===== config.mk =====
export PLATFORM = sky130hd
export DESIGN_NAME = bandpass3_ctl
export DESIGN_NICKNAME = d
export VERILOG_FILES = /design/src/rtl/bandpass3_ctl.sv
export SDC_FILE = /design/constraint.sdc
export NUM_CORES = 1
export LEC_CHECK = 0
export ABC_AREA = 1
export BUFFER_PORTS_ARGS = -buffer_cell sky130_fd_sc_hd__buf_2
export CORE_MARGIN = 2
export CORE_UTILIZATION = 48
export DETAILED_ROUTE_END_ITERATION = 12
export PLACE_DENSITY = 0.75
export SLEW_MARGIN = 15
export SYNTH_ARGS = -nofsm -noshare
export SYNTH_HDL_FRONTEND = slang
export SYNTH_SLANG_ARGS = --single-unit

===== constraint.sdc =====
create_clock -name clk -period 1.95 [get_ports clk]
set_input_delay 0.195 -clock clk [delete_from_list [all_inputs] [get_ports clk]]
set_output_delay 0.195 -clock clk [all_outputs]
set_load 0.05 [all_outputs]

===== src/rtl/bandpass3_ctl.sv =====
`default_nettype none
// ============================================================================
//  Module   : bandpass3_ctl
//  Purpose  : Coefficient-change sequencer for a bandpass filter. A new
//             cm1/d pair is taken on a valid/ready handshake. The filter state
//             is flushed, the pair is loaded, and the output is gated while the
//             filter settles. A one-cycle done pulse marks completion.
//  Option   : define BANDPASS3_CTL_CLIP_EN to add the clip_cnt output, a
//             saturating count of full-scale filter output samples.
//  Revision : 1.0 - initial release
// ============================================================================
module bandpass3_ctl #(
  parameter int unsigned FLUSH_CYC  = 4,
  parameter int unsigned SETTLE_CYC = 64,
  parameter int          CM1_INIT   = 7510,
  parameter int          D_INIT     = -23395
) (
  input  logic               clk,
  input  logic               rst,
  input  logic               req_valid,
  output logic               req_ready,
  input  logic signed [16:0] req_cm1,
  input  logic signed [16:0] req_d,
  output logic signed [16:0] cm1,
  output logic signed [16:0] d,
  output logic               zerome,
  output logic               oe,
  output logic               busy,
  output logic               done,
  input  logic signed [17:0] filt_out
`ifdef BANDPASS3_CTL_CLIP_EN
  ,
  output logic [7:0]         clip_cnt
`endif
);

  typedef enum logic [1:0] {
    ST_IDLE   = 2'd0,
    ST_FLUSH  = 2'd1,
    ST_LOAD   = 2'd2,
    ST_SETTLE = 2'd3
  } state_t;

  localparam logic [7:0]         FLUSH_LOAD  = 8'(FLUSH_CYC - 1);
  localparam logic [7:0]         SETTLE_LOAD = 8'(SETTLE_CYC - 1);
  localparam logic signed [16:0] CM1_RST     = 17'(CM1_INIT);
  localparam logic signed [16:0] D_RST       = 17'(D_INIT);

  state_t             state_q, state_d;
  logic [7:0]         cnt_q, cnt_d;
  logic signed [16:0] sh_cm1_q, sh_cm1_d;
  logic signed [16:0] sh_d_q, sh_d_d;
  logic signed [16:0] cm1_q, cm1_d;
  logic signed [16:0] d_q, d_d;
  logic               zerome_q, zerome_d;
  logic               oe_q, oe_d;
  logic               ready_q, ready_d;
  logic               busy_q, busy_d;
  logic               done_q, done_d;
  logic               accept;

  // Handshake: ready is high exactly while the registered state is IDLE.
  assign accept = req_valid & ready_q;

  // Next-state, phase counter, shadow/coefficient and registered-output logic.
  always_comb begin
    state_d  = state_q;
    cnt_d    = cnt_q;
    sh_cm1_d = sh_cm1_q;
    sh_d_d   = sh_d_q;
    cm1_d    = cm1_q;
    d_d      = d_q;
    case (state_q)
      ST_IDLE: begin
        if (accept) begin
          state_d  = ST_FLUSH;
          cnt_d    = FLUSH_LOAD;
          sh_cm1_d = req_cm1;
          sh_d_d   = req_d;
        end
      end
      ST_FLUSH: begin
        if (cnt_q == 8'd0) begin
          state_d = ST_LOAD;
          cnt_d   = 8'd0;
        end else begin
          cnt_d = cnt_q - 8'd1;
        end
      end
      ST_LOAD: begin
        // LOAD is a single cycle; the coefficients change on its exit edge.
        state_d = ST_SETTLE;
        cnt_d   = SETTLE_LOAD;
        cm1_d   = sh_cm1_q;
        d_d     = sh_d_q;
      end
      ST_SETTLE: begin
        if (cnt_q == 8'd0) begin
          state_d = ST_IDLE;
          cnt_d   = 8'd0;
        end else begin
          cnt_d = cnt_q - 8'd1;
        end
      end
      default: begin
        state_d = ST_FLUSH;
        cnt_d   = FLUSH_LOAD;
      end
    endcase
    // Outputs are registered from the next state so they align with state_q.
    zerome_d = (state_d == ST_FLUSH) || (state_d == ST_LOAD);
    oe_d     = (state_d == ST_IDLE);
    ready_d  = (state_d == ST_IDLE);
    busy_d   = (state_d != ST_IDLE);
    done_d   = (state_q == ST_SETTLE) && (state_d == ST_IDLE);
  end

  // State and output registers; reset restarts a full sequence on init values.
  always_ff @(posedge clk) begin
    if (rst) begin
      state_q  <= ST_FLUSH;
      cnt_q    <= FLUSH_LOAD;
      sh_cm1_q <= CM1_RST;
      sh_d_q   <= D_RST;
      cm1_q    <= CM1_RST;
      d_q      <= D_RST;
      zerome_q <= 1'b1;
      oe_q     <= 1'b0;
      ready_q  <= 1'b0;
      busy_q   <= 1'b1;
      done_q   <= 1'b0;
    end else begin
      state_q  <= state_d;
      cnt_q    <= cnt_d;
      sh_cm1_q <= sh_cm1_d;
      sh_d_q   <= sh_d_d;
      cm1_q    <= cm1_d;
      d_q      <= d_d;
      zerome_q <= zerome_d;
      oe_q     <= oe_d;
      ready_q  <= ready_d;
      busy_q   <= busy_d;
      done_q   <= done_d;
    end
  end

  assign req_ready = ready_q;
  assign cm1       = cm1_q;
  assign d         = d_q;
  assign zerome    = zerome_q;
  assign oe        = oe_q;
  assign busy      = busy_q;
  assign done      = done_q;

`ifdef BANDPASS3_CTL_CLIP_EN
  logic [7:0] clip_q;
  logic       clip_hit;

  // Full-scale sample in either direction while the filter output is live.
  assign clip_hit = oe_q && ((filt_out == 18'sh1FFFF) || (filt_out == 18'sh20000));

  // Saturating clip counter; a new request clears it ahead of any increment.
  always_ff @(posedge clk) begin
    if (rst) begin
      clip_q <= 8'd0;
    end else if (accept) begin
      clip_q <= 8'd0;
    end else if (clip_hit && (clip_q != 8'hFF)) begin
      clip_q <= clip_q + 8'd1;
    end
  end

  assign clip_cnt = clip_q;
`else
  logic w_unused_filt;
  assign w_unused_filt = ^filt_out;
`endif

endmodule
`default_nettype wire


==> results.py <==
metrics = {
    "synth": {
        "synthArstFlopShare": 0,
        "synth_flop_cell": "dfxtp_1",
        "syn_inst": 401,
        "syn-cell-area_um2": 3087,
        "synth_top_area_cell": "dfxtp_1",
        "yosys.area.top_type_share": 0.5318,
        "synth_nets": 460,
        "ys_ff_latch": 82,
        "syn_area_per_cell_um2": 7.698,
        "synth_cell_types": 22,
        "ys_warn_count": 0,
        "synth_edf_count": 0,
        "synth-seq-area-share": 0.5318,
        "synth_area_leaders": "dfxtp_1, nand2_1, nor2_1",
    },
    "cells_and_area": {
        "area_delta_synth_final_pct": 19.62,
        "layout_common_cells": "nand2_1, nor2_1, dfxtp_1",
        "utilization": 0.5882,
        "fin_cells": 554,
        "antenna_cells": 0,
        "final_common_cell": "nand2_1",
        "fillers": 604,
        "multi_input_area_um2": 1239,
        "ff_latch_area_um2": 1642,
        "design_area_um2": 3692,
        "drive_above_1_share": 0.2327,
        "finalNetCount": 531,
    },
    "sta": {
        "max_freq_ghz": 0.5733,
        "slew_viol_final": 0,
        "period_share": 0.8945,
        "finalSetupViolCount": 0,
        "slew_headroom": 0.7206,
        "hold_viol_final": 0,
        "worst_slack_ns": 0.2056,
        "worst_pin_slew_ns": 0.4191,
        "fin_setup_tns_ns": 0,
        "rsz0062_at_grt": "no",
        "fin_crit_ns": 1.744,
        "skew_ns": 0.007978,
        "holdWs_ns": 0.04280,
    },
    "routing": {
        "wl_met1_mm": 2.949,
        "post_drt_via_cell_ratio": 4.836,
        "drc": 0,
        "route.met2.wl_mm": 3.086,
        "avgRoutedWirePerCell_um": 11.60,
        "highest_layer": "met4",
        "dr_wl_met3_um": 314,
        "final_antenna_net_count": 0,
        "drt-total-wl_mm": 6.428,
        "drt-pass1-iter-count": 4,
        "vias": 2679,
        "first_iter_violations": 92,
    },
    "placement": {
        "dp_cells": 538,
        "post-place-ws_ns": 0.08116,
        "portBuffers": 75,
        "placed_cell_area_um2": 3495,
        "hpwl_mm": 4.260,
        "gp_congestion": 0.8423,
    },
    "floorplan": {
        "dieArea_um2": 7088,
        "core_area_um2": 6277,
        "initial_utilization": 0.4917,
        "die_h_um": 84.19,
        "fp.dieW_um": 84.19,
        "io_pins": 94,
        "rows": 29,
    },
    "power_and_ir_drop": {
        "power_mw": 3.786,
        "power_frac_comb": 0.197,
        "p_sw_mw": 1.153,
        "cellPowerDensity_nw_per_um2": 1025,
        "seq_power_share": 0.488,
        "p_int_mw": 2.632,
        "netSwitchingFraction": 0.3046,
        "clkPwrFrac": 0.315,
        "vdd_drop_max_uv": 581.0,
        "p_leak_nw": 1.738,
    },
    "min_path": {
        "min_path_cells": 3,
        "hold_class": "in2reg",
    },
    "clock_network": {
        "cts_tree": "done",
        "clk_latency_ns": 0.34,
        "clock-sinks": 82,
        "htree_levels": 3,
        "root_buffer": "clkbuf_8",
        "cts_hold_buffers": 0,
        "clock_path_buffers": 2,
        "clkTransAtPathRegs_ns": 0.08,
        "cts_buffers": 9,
    },
    "setup_path": {
        "critPathKind": "reg2reg",
        "cp_max_fo": 5,
        "start_kind": "flip-flop",
        "cp_top_family": "simple AND/OR/NAND/NOR gates",
        "path_cells": "inv_2, ha_1, nand2_1, nor2_1, nand2_1, o21ai_0, ha_1, or2_2",
        "cp_slowest_cell": "dfxtp_1",
        "path_depth": 8,
        "rr_worst_depth": 8,
        "cp.arrival_ns": 1.97,
        "crit_path_max_incr_delay_ns": 0.33,
        "endpoint_kind": "flip-flop",
        "path_buf_inv": 1,
        "worstPathRequired_ns": 2.18,
    },
    "global_route": {
        "grt_max_degree": 40,
        "track_usage": 0.1947,
        "grt_pass1_wl_mm": 11.21,
        "grt_pass1_vias": 2669,
        "antenna_found_initial": 0,
        "overflow": 0,
    },
    "run": {
        "drv_cap": 0,
    },
    "status": {
        "run_status": "complete, no violations",
    },
}
state kept, by name, indices dropped and copies added, names as in the netlist:
register   cells
cm1           17
d             17
sh_cm1_q      17
sh_d_q        17
cnt_q          8
state_q        2
busy           1
done           1
req_ready      1
zerome         1
timing repair:
action | in CTS | in global routing
endpoints found under the setup margin | 0 | 35
buffers inserted | 0 | 0
resized for setup | 0 | 3
power by group through the flow:
stage                     registers, mW  clock network [mW]  logic, mW
after floorplan                    1.99                   0      0.439
after global placement             1.88                   0      0.724
after detailed placement           1.89                   0      0.744
after CTS                          1.85                1.23      0.748
after global routing               1.86                1.31      0.851
final                              1.85                1.19      0.744
final cells by class:
type	count	area share
flip-flops and latches	82	0.4446
multi-input cells	278	0.3355
repair buffers	84	0.1233
clock buffers	10	0.03456
well taps	77	0.02609
clock inverters	6	0.01796
inverters	17	0.01796
logic make-up after synthesis:
logic type,synth area share
XOR/XNOR,0.01135
AO/OA/AOI/OAI,0.07378
buffers and inverters,0.06769
adder cells (fa/ha/maj),0.01621
AND/OR/NAND/NOR,0.2992
flip-flops,0.5318
metal layers:
layer / vias to the layer above / global-route usage
li1: 1407 / -
met1: 1210 / 0.2149
met2: 56 / 0.3405
met3: 6 / 0.06096
met4: 0 / 0.09091
met5: - / 0
worst paths after layout:
path	from	endpoint	slack (ns)
worst min-delay path	req_d[13]	sh_d_q[13]	0.04
worst max register to register	cnt_q[0]	zerome	0.21
worst max-delay path	cnt_q[0]	zerome	0.21
worst min register to register	sh_d_q[16]	d[16]	0.46
worst register-to-register path: cells and delay by family (launching register included):
family	cells	cell delay (ns)
flops	1	0.33
compound gates	1	0.26
buf+inv	1	0.09
fa+ha+maj	2	0.43
simple gates	4	0.52
synthesized netlist by cell type, types with 4 or more instances:
master	count
clkbuf_1	11
buf_2	4
dfxtp_1	82
nor2_1	84
o21ai_0	37
ha_1	4
nand3_1	38
xor2_1	4
inv_1	13
buf_4	5
nand2_1	99
buf_6	4
No activity file was read; power rests on OpenSTA's default activity.
